==> src/rtl/ahb_bus_arbiter.sv <==
// ahb_bus_arbiter: multi-master AHB arbiter.
// Shares one AHB address/data path among HMAS_NUM masters. Produces a one-hot
// hgrant, the hmaster index that steers the address/write-data muxes, and
// hmastlock. Grants rotate round-robin, are held across fixed-length bursts
// until the last beat is in flight, and are frozen while the granted master
// holds hlock.
// Build option: define ARB_FIXED_PRIO_EN to replace round-robin with fixed
// priority (lowest requesting index wins); burst and lock rules are unchanged.
module ahb_bus_arbiter #(
    parameter int HMAS_NUM     = 5,
    parameter int HBURST_WIDTH = 3,
    parameter int DEF_MASTER   = 0,
    parameter int HMID_WIDTH   = $clog2(HMAS_NUM)
) (
    input  logic                    hclk,
    input  logic                    hresetn,
    input  logic [HMAS_NUM-1:0]     hbusreq,
    input  logic [HMAS_NUM-1:0]     hlock,
    input  logic [1:0]              htrans,
    input  logic [HBURST_WIDTH-1:0] hburst,
    input  logic                    hready,
    output logic [HMAS_NUM-1:0]     hgrant,
    output logic [HMID_WIDTH-1:0]   hmaster,
    output logic                    hmastlock
);

    localparam logic [1:0] HTRANS_IDLE   = 2'b00;
    localparam logic [1:0] HTRANS_BUSY   = 2'b01;
    localparam logic [1:0] HTRANS_NONSEQ = 2'b10;
    localparam logic [1:0] HTRANS_SEQ    = 2'b11;

    localparam logic [HBURST_WIDTH-1:0] HBURST_WRAP4  = HBURST_WIDTH'(3'd2);
    localparam logic [HBURST_WIDTH-1:0] HBURST_INCR4  = HBURST_WIDTH'(3'd3);
    localparam logic [HBURST_WIDTH-1:0] HBURST_WRAP8  = HBURST_WIDTH'(3'd4);
    localparam logic [HBURST_WIDTH-1:0] HBURST_INCR8  = HBURST_WIDTH'(3'd5);
    localparam logic [HBURST_WIDTH-1:0] HBURST_WRAP16 = HBURST_WIDTH'(3'd6);
    localparam logic [HBURST_WIDTH-1:0] HBURST_INCR16 = HBURST_WIDTH'(3'd7);

    localparam logic [HMID_WIDTH-1:0] DEF_IDX = HMID_WIDTH'(DEF_MASTER);

    // Expand a master index into its one-hot grant vector.
    function automatic logic [HMAS_NUM-1:0] idx_to_onehot(input logic [HMID_WIDTH-1:0] idx);
        logic [HMAS_NUM-1:0] vec;
        vec      = {HMAS_NUM{1'b0}};
        vec[idx] = 1'b1;
        return vec;
    endfunction

    localparam logic [HMAS_NUM-1:0] DEF_GRANT = idx_to_onehot(DEF_IDX);

    logic [HMAS_NUM-1:0]   hgrant_r;
    logic [HMID_WIDTH-1:0] grant_idx_r;
    logic [HMID_WIDTH-1:0] hmaster_r;
    logic                  hmastlock_r;
    logic [3:0]            beat_cnt_r;
    logic [3:0]            next_cnt_s;
    logic                  rearb_ok_s;
    logic [HMID_WIDTH-1:0] winner_s;
    logic                  found_s;
`ifndef ARB_FIXED_PRIO_EN
    logic [HMID_WIDTH-1:0] rr_ptr_r;
    logic [HMID_WIDTH:0]   cand_s;
`endif

    assign hgrant    = hgrant_r;
    assign hmaster   = hmaster_r;
    assign hmastlock = hmastlock_r;

    // Beats still owed by the current burst once this transfer is accepted.
    always_comb begin
        next_cnt_s = 4'd0;
        case (htrans)
            HTRANS_IDLE: begin
                next_cnt_s = 4'd0;
            end
            HTRANS_BUSY: begin
                next_cnt_s = beat_cnt_r;
            end
            HTRANS_NONSEQ: begin
                case (hburst)
                    HBURST_WRAP4, HBURST_INCR4:   next_cnt_s = 4'd3;
                    HBURST_WRAP8, HBURST_INCR8:   next_cnt_s = 4'd7;
                    HBURST_WRAP16, HBURST_INCR16: next_cnt_s = 4'd15;
                    default:                      next_cnt_s = 4'd0;
                endcase
            end
            HTRANS_SEQ: begin
                if (beat_cnt_r != 4'd0) begin
                    next_cnt_s = beat_cnt_r - 4'd1;
                end else begin
                    next_cnt_s = 4'd0;
                end
            end
            default: begin
                next_cnt_s = 4'd0;
            end
        endcase
    end

    // The grant may move only on the last-but-one beat or later, and never under lock.
    always_comb begin
        if ((next_cnt_s <= 4'd1) && (hlock[grant_idx_r] == 1'b0)) begin
            rearb_ok_s = 1'b1;
        end else begin
            rearb_ok_s = 1'b0;
        end
    end

`ifdef ARB_FIXED_PRIO_EN
    // Fixed priority: lowest requesting index wins, default master when idle.
    always_comb begin
        winner_s = DEF_IDX;
        found_s  = 1'b0;
        for (int i = 0; i < HMAS_NUM; i++) begin
            if (!found_s && hbusreq[i]) begin
                winner_s = HMID_WIDTH'(i);
                found_s  = 1'b1;
            end else begin
                found_s  = found_s;
            end
        end
    end
`else
    // Round-robin: scan from the master after the last winner, wrapping around.
    always_comb begin
        winner_s = DEF_IDX;
        found_s  = 1'b0;
        cand_s   = {(HMID_WIDTH+1){1'b0}};
        for (int i = 1; i <= HMAS_NUM; i++) begin
            cand_s = {1'b0, rr_ptr_r} + (HMID_WIDTH+1)'(i);
            if (cand_s >= (HMID_WIDTH+1)'(HMAS_NUM)) begin
                cand_s = cand_s - (HMID_WIDTH+1)'(HMAS_NUM);
            end else begin
                cand_s = cand_s;
            end
            if (!found_s && hbusreq[cand_s[HMID_WIDTH-1:0]]) begin
                winner_s = cand_s[HMID_WIDTH-1:0];
                found_s  = 1'b1;
            end else begin
                found_s  = found_s;
            end
        end
    end

    // Remember the last real requester that won so the next scan starts after it.
    always_ff @(posedge hclk or negedge hresetn) begin
        if (!hresetn) begin
            rr_ptr_r <= DEF_IDX;
        end else if (hready && rearb_ok_s && hbusreq[winner_s]) begin
            rr_ptr_r <= winner_s;
        end
    end
`endif

    // Grant, address-phase ownership and burst tracking advance on accepted transfers.
    always_ff @(posedge hclk or negedge hresetn) begin
        if (!hresetn) begin
            hgrant_r    <= DEF_GRANT;
            grant_idx_r <= DEF_IDX;
            hmaster_r   <= DEF_IDX;
            hmastlock_r <= 1'b0;
            beat_cnt_r  <= 4'd0;
        end else if (hready) begin
            beat_cnt_r  <= next_cnt_s;
            hmaster_r   <= grant_idx_r;
            hmastlock_r <= hlock[grant_idx_r];
            if (rearb_ok_s) begin
                grant_idx_r <= winner_s;
                hgrant_r    <= idx_to_onehot(winner_s);
            end
        end
    end

endmodule
==> config.mk <==
export PLATFORM = sky130hd
export DESIGN_NAME = ahb_bus_arbiter
export DESIGN_NICKNAME = d
export VERILOG_FILES = /design/src/rtl/ahb_bus_arbiter.sv
export SDC_FILE = /design/constraint.sdc
export NUM_CORES = 1
export LEC_CHECK = 0
export ABC_AREA = 1
export BUFFER_PORTS_ARGS = -buffer_cell sky130_fd_sc_hd__buf_4
export CAP_MARGIN = 30
export CORE_ASPECT_RATIO = 0.9
export CORE_MARGIN = 3
export CORE_UTILIZATION = 45
export CTS_CLUSTER_DIAMETER = 100
export DETAILED_ROUTE_END_ITERATION = 10
export PLACE_DENSITY = 0.72
export SLEW_MARGIN = 10
export SYNTH_ARGS = -nofsm -noshare
export SYNTH_HDL_FRONTEND = slang
export SYNTH_SLANG_ARGS = --single-unit
==> constraint.sdc <==
create_clock -name hclk -period 2.75 [get_ports hclk]
set_input_delay 0.1375 -clock hclk [delete_from_list [all_inputs] [get_ports hclk]]
set_output_delay 0.1375 -clock hclk [all_outputs]
set_load 0.01 [all_outputs]
==> metrics.csv, run 1 <==
stage,metric,value,unit
floorplan,initial cell density of the core,47.98,%
synthesis,register bit total from synthesis,19,
detailed_routing,DRT Pass-1 Iters,4,
worst_hold_path,worst hold endpoint,beat_cnt_r[1],
detailed_routing,drt wl/cell,13.22,um
grt,first-pass GRT wire length,7.534,mm
setup_path,reg2reg end,rr_ptr_r[0],
detailed_routing,final antenna-violating net count,0,
synthesis,Async SR Flop Fraction,100.0,%
timing,fin. max-slew vios,0,
timing,Least-Margin Pin Slew,0.3323,ns
synthesis,dominant cells by area after synthesis,"dfrtp_1, nand2_1, nand3_1",
synthesis,syn nets,304,
worst_hold_path,min-delay worst type,in2reg,
synthesis,Synthesis Warnings,0,
cts,clk sinks,19,
cts,total CTS buffers,3,
setup_path,Crit. End Element,flip-flop,
synthesis,Post-synth EDFFs,0,
setup_path,Critical Path Fanout Max,7,
cts,CTS Buffer Depth,2,
setup_path,Crit. Startpoint,rr_ptr_r[0],
timing,Clock Skews,0.001217,ns
timing,Final Hold Viols,0,
floorplan,Die Height,66.67,um
synthesis,distinct cell type count after synthesis,33,
timing,final worst-path cycle share,96.72,%
timing,minimum clock period,2.660,ns
synthesis,leading area contributor after synthesis,dfrtp_1,
synthesis,Syn Inst Count,275,
synthesis,mapped cell area,1841,sq um
synthesis,most frequently used flop master after synthesis,dfrtp_1,
cells_and_area,synthesis-to-finish area growth,33.79,%
setup_path,WP data arrival,2.81,ns
cts,clock latency on the worst-skew pair,0.25,ns
cells_and_area,Nets,345,
grt,largest net degree at the start of global routing,20,
worst_hold_path,Hold Startpoint,hready,
detailed_routing,DRT iter0 DRCs,117,
place,detailed placement HPWL,3.526,mm
timing,Setup TNS,0,ns
place,port bufs,25,
place,cell area after placement,2135,sq um
detailed_routing,residual DRC count,0,
timing,fmax,376.0,MHz
grt,Overflow after GRT,0,
status,status,"finished, final reports clean",
floorplan,die area,4894,sq um
detailed_routing,vias,1973,
timing,endpoints failing setup,0,
setup_path,WP data required,2.90,ns
setup_path,Setup crit start kind,flip-flop,
detailed_routing,Post-Route WL,4.772,mm
cells_and_area,cell area after layout,2462,sq um
grt,All-Layer GR Usage,19.50,%
cts,CTS tree,yes,
timing,RSZ-0062 raised after global routing,true,
synthesis,"count leader, synth",nand2_1,
grt,initial antenna violation count,0,
floorplan,Core ar.,3836,sq um
place,GPL Wtd Cong,0.8989,
setup_path,RR Startpoint,rr_ptr_r[0],
cells_and_area,# diodes,0,
setup_path,Setup CP Type,reg2reg,
setup_path,r2r worst-path depth,20,
synthesis,Syn Area/Cell,6.693,sq um
detailed_routing,DR vias/cell,5.465,
synthesis,share of the synthesized area in the top cell type,24.47,%
cts,Clock Tree Root,clkbuf_8,
floorplan,Row Count,21,
grt,vias in the first global route,1697,
synthesis,post-synthesis sequential area ratio,25.90,%
cts,H-tree Lvls,1,
timing,Relative slew margins,77.85,%
job,max_cap viols,0,
synthesis,synth cell count leaders,"nand2_1, nand3_1, inv_1, o21ai_0, nor2_1",
setup_path,"reg-to-reg slack, setup",0.09,ns
worst_hold_path,hold path depth,2,
floorplan,Die X,73.41,um
cts,clock-pin slew on the worst setup and hold paths,0.07,ns
floorplan,I/O pins,27,
cells_and_area,layout cells sized above 1,34.60,%
==> layer usage <==
metal / up-vias / global-route usage (%) / part of all wire [%]
met2: 47 / 28.68 / 46
met1: 915 / 29.71 / 49
met4: 0 / 4.072 / 0.40
met5: - / 0 / 0
li1: 1007 / - / -
met3: 4 / 3.167 / 4.5
==> registers in the layout, summed over array words and instances, names as in the netlist <==
name         cells
hgrant           5
beat_cnt_r       4
grant_idx_r      3
hmaster          3
rr_ptr_r         3
hmastlock        1
==> how the worst max path moves through the flow <==
stage,endpoint,slack [ns],depth (start not counted)
2_1_floorplan,hgrant[1],0.1,17
3_3_place_gp,rr_ptr_r[0],0.01,17
3_5_place_dp,rr_ptr_r[1],-0.01,17
4_1_cts,rr_ptr_r[1],0.01,17
5_1_grt,rr_ptr_r[1],-0.12,20
6_report,rr_ptr_r[0],0.09,20
==> critical path, cell delays in order, from the launching register on <==
cell and delay, ns:
dfrtp_1 0.40, inv_2 0.10, ha_4 0.13, inv_2 0.04
fa_2 0.41, clkinv_4 0.10, nand2_8 0.09, o21ai_4 0.21
nand3_1 0.11, nand3_1 0.11, nand2_2 0.07, nand4_1 0.09
nand2_1 0.09, nor2_2 0.13, nand3_2 0.10, nand2_1 0.08
nand2_1 0.05, nand2_1 0.08, nand2_2 0.06, nand2_1 0.06
nand2_1 0.05
==> cell type report <==
| class | instances | area [sq um] |
|---|---|---|
| clock buffers | 4 | 45.04 |
| fillers | 320 | 1374 |
| inverters | 32 | 130.1 |
| multi-input cells | 222 | 1451 |
| flip-flops and latches | 19 | 479.2 |
| well taps | 46 | 57.56 |
| repair buffers | 38 | 299.0 |
==> cells in the final DEF (no fill, tap or decap), types with 2 or more instances in the layout <==
master,instances
a21oi_1,2
a22o_1,4
a31oi_1,2
buf_4,35
clkbuf_8,3
clkinv_4,2
dfrtp_1,16
dfrtp_2,2
ha_1,7
ha_4,2
inv_1,24
inv_2,6
nand2_1,73
nand2_2,14
nand2_4,5
nand3_1,26
nand3_2,10
nand3_4,6
nand4_1,6
nand4_4,2
nor2_1,15
nor2_2,6
nor2_4,2
o21ai_0,20
o21ai_2,6
o221ai_1,2
==> per-stage QoR <==
stage	setup slack, ns	hold slack, ns	utilization, %	instances
3_5_place_dp	-0.01217	0.01901	55.64	352
6_report	0.09016	0.1267	64.19	361
5_1_grt	-0.1211	0.1360	64.19	361
4_1_cts	0.01481	0.1200	57.18	357
2_1_floorplan	0.09782	-0.1581	-	275
3_3_place_gp	0.009929	0.01971	55.64	352
==> logic make-up after synthesis <==
logic type	share of synthesized area [%]
AO/OA/AOI/OAI	13.33
XOR/XNOR	0.4760
adder cells (fa/ha/maj)	7.886
buffers and inverters	7.138
flip-flops	25.90
AND/OR/NAND/NOR	45.28
==> repair_timing <==
| action | 4_1_cts | 5_1_grt |
|---|---|---|
| pin swaps | 0 | 24 |
| setup endpoints to repair | 5 | 11 |
| setup buffers | 0 | 4 |
| endpoints found under the hold margin | 19 | 0 |
| resized for setup | 1 | 63 |
| hold buffers | 1 | 0 |
Power of run 1 is left out: the tool's default activity adds up to more than one toggle a clock period on the data nets, which glitch-free logic cannot reach.
==> run 2: changes to the inputs <==
--- a/config.mk
+++ b/config.mk
@@ -10,10 +10,11 @@
 export CAP_MARGIN = 30
 export CORE_ASPECT_RATIO = 0.9
 export CORE_MARGIN = 3
-export CORE_UTILIZATION = 45
+export CORE_UTILIZATION = 52
 export CTS_CLUSTER_DIAMETER = 100
 export DETAILED_ROUTE_END_ITERATION = 10
-export PLACE_DENSITY = 0.72
+export GPL_TIMING_DRIVEN = 1
+export PLACE_DENSITY = 0.85
 export SLEW_MARGIN = 10
 export SYNTH_ARGS = -nofsm -noshare
 export SYNTH_HDL_FRONTEND = slang
==> metrics.csv, run 2 (same netlist as run 1, synthesis figures left out) <==
stage,metric,value,unit,change
status,status,"complete, but fails checks",,
status,failing checks,setup timing,,
setup_path,Critical Path Fanout Max,7,,unchanged
floorplan,die area,4290,sq um,-12%
setup_path,max incr delay on CP,0.43,ns,+0.02 ns
setup_path,WP data arrival,3.04,ns,+0.23 ns
cts,total CTS buffers,3,,unchanged
floorplan,Die X,68.71,um,-6.4%
timing,RSZ-0062 raised after global routing,true,,
cells_and_area,Nets,355,,+2.9%
setup_path,Crit. End Element,flip-flop,,
detailed_routing,DRT iter0 DRCs,300,,+160%
grt,All-Layer GR Usage,22.91,%,+3.4 points
place,port bufs,25,,unchanged
place,cell area after placement,2190,sq um,+2.6%
floorplan,Row Count,19,,-9.5%
setup_path,crit-path most repeated cell,nand2_1,,
cts,Clock Tree Root,clkbuf_8,,
detailed_routing,residual DRC count,0,,unchanged
detailed_routing,DR vias/cell,6.169,,+13%
detailed_routing,DRT Pass-1 Iters,6,,+2
timing,fmax,351.5,MHz,-6.5%
setup_path,Setup CP Type,reg2reg,,
timing,setup ws final,-0.09504,ns,-0.1852 ns
cts,CTS tree,yes,,
cells_and_area,layout cells sized above 1,40.00,%,+5.4 points
floorplan,I/O pins,27,,unchanged
place,dpl ws,0.01661,ns,+0.02879 ns
timing,fin. max-slew vios,0,,unchanged
cells_and_area,max reg flops,5,,unchanged
grt,Overflow after GRT,0,,unchanged
cells_and_area,most frequent cells in the layout,"nand2_1, buf_4, inv_1",,
timing,minimum clock period,2.845,ns,+0.1852 ns
grt,first-pass GRT wire length,7.603,mm,+0.92%
job,max_cap viols,0,,unchanged
grt,vias in the first global route,1696,,-0.059%
setup_path,"Buf+Inv Stages, Crit Path",1,,-2
place,cell count after placement,356,,+1.1%
timing,endpoints failing setup,8,,+8
detailed_routing,Post-Route WL,6.386,mm,+34%
timing,final worst-path cycle share,103.5,%,+6.7 points
detailed_routing,drt wl/cell,17.40,um,+32%
timing,Clock Skews,0.005354,ns,+0.004137 ns
cts,clk sinks,19,,unchanged
place,detailed placement HPWL,3.638,mm,+3.2%
timing,Final Hold Viols,0,,unchanged
setup_path,"CP delay by family, top",simple AND/OR/NAND/NOR gates,,
cells_and_area,# diodes,0,,unchanged
timing,Relative slew margins,69.08,%,-8.8 points
floorplan,initial cell density of the core,57.35,%,+9.4 points
cts,CTS Buffer Depth,2,,unchanged
detailed_routing,final antenna-violating net count,0,,unchanged
setup_path,WP data required,2.94,ns,+0.04 ns
cells_and_area,cell area after layout,2636,sq um,+7.1%
setup_path,CP max stage cell,ha_1,,
timing,Least-Margin Pin Slew,0.4638,ns,+0.1315 ns
timing,WHS,0.1492,ns,+0.02245 ns
detailed_routing,vias,2264,,+15%
cells_and_area,Layout Cells excl Fill,367,,+1.7%
worst_hold_path,min-delay worst type,in2reg,,
place,GPL Wtd Cong,0.8502,,-5.4%
cells_and_area,"commonest non-fill, non-tap cell in the layout",nand2_1,,
floorplan,Die Height,62.44,um,-6.3%
floorplan,Core ar.,3209,sq um,-16%
cells_and_area,synthesis-to-finish area growth,43.24,%,
setup_path,worst path cell trace,inv_2 -> ha_1 -> nand2_4 -> nand2_8 -> nand2_4 -> nand2_4 -> nand2_1 -> nand3_2 -> nand3_2 -> nand2_4 -> nand3_4 -> nor2_4 -> nand3_2 -> nand3_2 -> nand2_1 -> nand2_1 -> nand2_1 -> nand2_2 -> nand2_1 -> nand2_1,,
cts,H-tree Lvls,1,,unchanged
setup_path,Setup crit start kind,flip-flop,,
grt,initial antenna violation count,0,,unchanged
grt,largest net degree at the start of global routing,20,,unchanged
cts,clock latency on the worst-skew pair,0.26,ns,about the same
cts,clock-pin slew on the worst setup and hold paths,0.07,ns,about the same
==> run 2: through the flow <==
step | TNS, ns | util, %
finish | -0.5430 | 82.14
global route | -1.621 | 82.14
CTS | 0 | 70.02
detailed placement | 0 | 68.23
global placement | 0 | 68.23
floorplan | 0 | -
==> run 2: path summary, 6_finish.rpt <==
check	cells past startpoint	slack [ns]	from	endpoint
worst min register to register	2	0.50	hmaster[2]	hmaster[2]
worst max register to register	20	-0.1	rr_ptr_r[1]	rr_ptr_r[2]
min in group asynchronous	2	0.28	hresetn	hgrant[1]
worst min-delay path	2	0.15	hready	beat_cnt_r[0]
worst max-delay path	20	-0.1	rr_ptr_r[1]	rr_ptr_r[2]
max in group asynchronous	2	2.21	hresetn	hgrant[0]
==> run 2: area by class of cell <==
class                           instances  area, sq um
Clock buffer                            4        45.04
Fill cell                             171        573.1
Inverter                               32        127.6
Multi-Input combinational cell        222         1545
Sequential cell                        19        479.2
Tap cell                               42        52.55
Timing Repair Buffer                   48        386.6
==> run 2: repair_timing <==
| action | in CTS | in global routing |
|---|---|---|
| setup buffers | 0 | 7 |
| pin swaps | 1 | 33 |
| hold buffers | 1 | 0 |
| setup endpoints to repair | 1 | 11 |
| resized for setup | 2 | 84 |
| gates cloned | 0 | 0 |
| hold endpoints to repair | 19 | 0 |
==> run 2: layer usage <==
metal	vias up	track usage (%)	wire length, um
met4	0	4.623	323
met3	44	4.496	735
met5	-	0	0
met1	1029	34.85	2377
li1	1024	-	-
met2	167	33.49	2949
Power of run 2 is left out for the same reason.
==> run 3: changes to the inputs <==
--- a/config.mk
+++ b/config.mk
@@ -8,13 +8,16 @@
 export ABC_AREA = 1
 export BUFFER_PORTS_ARGS = -buffer_cell sky130_fd_sc_hd__buf_4
 export CAP_MARGIN = 30
+export CELL_PAD_IN_SITES_DETAIL_PLACEMENT = 2
+export CELL_PAD_IN_SITES_GLOBAL_PLACEMENT = 2
 export CORE_ASPECT_RATIO = 0.9
 export CORE_MARGIN = 3
-export CORE_UTILIZATION = 52
+export CORE_UTILIZATION = 28
 export CTS_CLUSTER_DIAMETER = 100
 export DETAILED_ROUTE_END_ITERATION = 10
 export GPL_TIMING_DRIVEN = 1
-export PLACE_DENSITY = 0.85
+export PLACE_DENSITY = 0.83
+export SKIP_CTS_REPAIR_TIMING = 1
 export SLEW_MARGIN = 10
 export SYNTH_ARGS = -nofsm -noshare
 export SYNTH_HDL_FRONTEND = slang
==> metrics.csv, run 3 (same netlist as run 1, synthesis figures left out) <==
stage,metric,value,unit,change
setup_path,Crit. End Element,flip-flop,,
timing,fin. max-slew vios,0,,unchanged
timing,endpoints failing setup,11,,+3
setup_path,"reg-to-reg slack, setup",-0.34,ns,-0.25 ns
worst_hold_path,min-delay worst type,in2reg,,
timing,WHS,0.1472,ns,-0.001954 ns
detailed_routing,final antenna-violating net count,0,,unchanged
timing,setup ws final,-0.3448,ns,-0.2497 ns
setup_path,Setup CP Type,reg2reg,,
setup_path,CP max stage cell,dfrtp_2,,
grt,Overflow after GRT,0,,unchanged
floorplan,Core ar.,6250,sq um,+95%
place,port bufs,25,,unchanged
cts,Clock Tree Root,clkbuf_8,,
cts,H-tree Lvls,1,,unchanged
status,status,"complete, but fails checks",,
cts,clock latency on the worst-skew pair,0.25,ns,about the same
grt,initial antenna violation count,0,,unchanged
place,detailed placement HPWL,5.291,mm,+45%
timing,Setup TNS,-2.389,ns,-1.846 ns
detailed_routing,drt wl/cell,21.23,um,+22%
timing,Least-Margin Pin Slew,0.4202,ns,-0.04359 ns
setup_path,Critical Path Fanout Max,5,,-2
detailed_routing,vias,2251,,-0.57%
detailed_routing,DR vias/cell,5.411,,-12%
place,GPL Wtd Cong,0.8670,,+2.0%
floorplan,I/O pins,27,,unchanged
cells_and_area,# diodes,0,,unchanged
cells_and_area,"commonest non-fill, non-tap cell in the layout",nand2_1,,
cts,clock-pin slew on the worst setup and hold paths,0.07,ns,about the same
setup_path,Setup crit start kind,flip-flop,,
status,failing checks,setup timing,,
grt,first-pass GRT wire length,11.13,mm,+46%
floorplan,Die X,91.46,um,+33%
setup_path,crit-path most repeated cell,nand2_1,,
setup_path,WP data arrival,3.28,ns,+0.24 ns
detailed_routing,Post-Route WL,8.832,mm,+38%
setup_path,WP data required,2.94,ns,about the same
floorplan,Die Height,82.92,um,+33%
floorplan,die area,7583,sq um,+77%
timing,Clock Skews,0.001928,ns,-0.003426 ns
detailed_routing,residual DRC count,0,,unchanged
cells_and_area,layout cells sized above 1,41.34,%,+1.3 points
cells_and_area,max reg flops,5,,unchanged
grt,largest net degree at the start of global routing,20,,unchanged
grt,All-Layer GR Usage,17.67,%,-5.2 points
detailed_routing,DRT Pass-1 Iters,4,,-2
setup_path,max incr delay on CP,0.49,ns,+0.06 ns
job,max_cap viols,0,,unchanged
cells_and_area,synthesis-to-finish area growth,49.83,%,
grt,vias in the first global route,2235,,+32%
setup_path,worst path cell trace,clkinvlp_4 -> buf_4 -> ha_1 -> nand2_1 -> nand2_2 -> nand2_1 -> o21ai_2 -> nor3_1 -> nand3_1 -> nand3_1 -> nor2_4 -> nand3_1 -> nand3_2 -> nor2_4 -> nand2_1 -> nand2_2 -> nand2_1 -> nand2_1,,
timing,RSZ-0062 raised after global routing,true,,
timing,Final Hold Viols,0,,unchanged
cells_and_area,Nets,359,,+1.1%
timing,final worst-path cycle share,112.5,%,+9.1 points
detailed_routing,DRT iter0 DRCs,96,,-68%
cts,CTS tree,yes,,
cts,CTS Buffer Depth,2,,unchanged
floorplan,initial cell density of the core,29.45,%,-28 points
timing,Relative slew margins,71.99,%,+2.9 points
cts,clk sinks,19,,unchanged
timing,minimum clock period,3.095,ns,+0.2497 ns
floorplan,Row Count,27,,+8
timing,fmax,323.1,MHz,-8.1%
cts,total CTS buffers,3,,unchanged
cells_and_area,most frequent cells in the layout,"nand2_1, buf_4, inv_1",,
## run 3: cell types whose count changed in the layout (fill, tap and decap cells not counted), sizes merged
cell	previous run	this run
buf	47	51
clkinvlp	0	1
inv	31	30
## run 3: cell type report
| cell class | instances | area (sq um) |
|---|---|---|
| clock buffers | 4 | 45.04 |
| fillers | 730 | 3492 |
| inverters | 32 | 133.9 |
| multi-input cells | 222 | 1570 |
| flip-flops and latches | 19 | 478.0 |
| well taps | 87 | 108.9 |
| repair buffers | 52 | 421.7 |
## run 3: metal layers
layer	GRT usage (%)	wire length, um	vias to the layer above
met5	0	0	-
met2	30.13	4365	41
met4	2.055	52	0
met3	2.083	219	4
li1	-	-	1025
met1	24.55	4194	1181
## run 3: critical path, delay by kind of cell (launching register included)
kind,cells,cell delay (ns)
DFF,1,0.49
AOI/OAI and AO/OA,1,0.09
and+or+nand+nor,14,1.78
adders and majority gates,1,0.19
buffers and inverters,2,0.45
## run 3: stage by stage
stage | instances | cell area, sq um | utilization (%) | setup WS, ns
global placement | 397 | 2216 | 35.46 | -0.1224
global route | 416 | 2758 | 44.12 | -0.4874
finish | 416 | 2758 | 44.12 | -0.3448
CTS | 401 | 2261 | 36.18 | -0.2569
floorplan | 275 | 1841 | - | 0.09782
detailed placement | 397 | 2216 | 35.46 | -0.2345
## run 3: worst paths after layout
kind	start	end	cells past startpoint
max	rr_ptr_r[1]	rr_ptr_r[0]	18
min	hready	beat_cnt_r[0]	2
max reg2reg	rr_ptr_r[1]	rr_ptr_r[0]	18
min reg2reg	hmaster[0]	hmaster[0]	2
max in group asynchronous	hresetn	hgrant[0]	2
min in group asynchronous	hresetn	beat_cnt_r[0]	2
Power of run 3 is left out for the same reason.
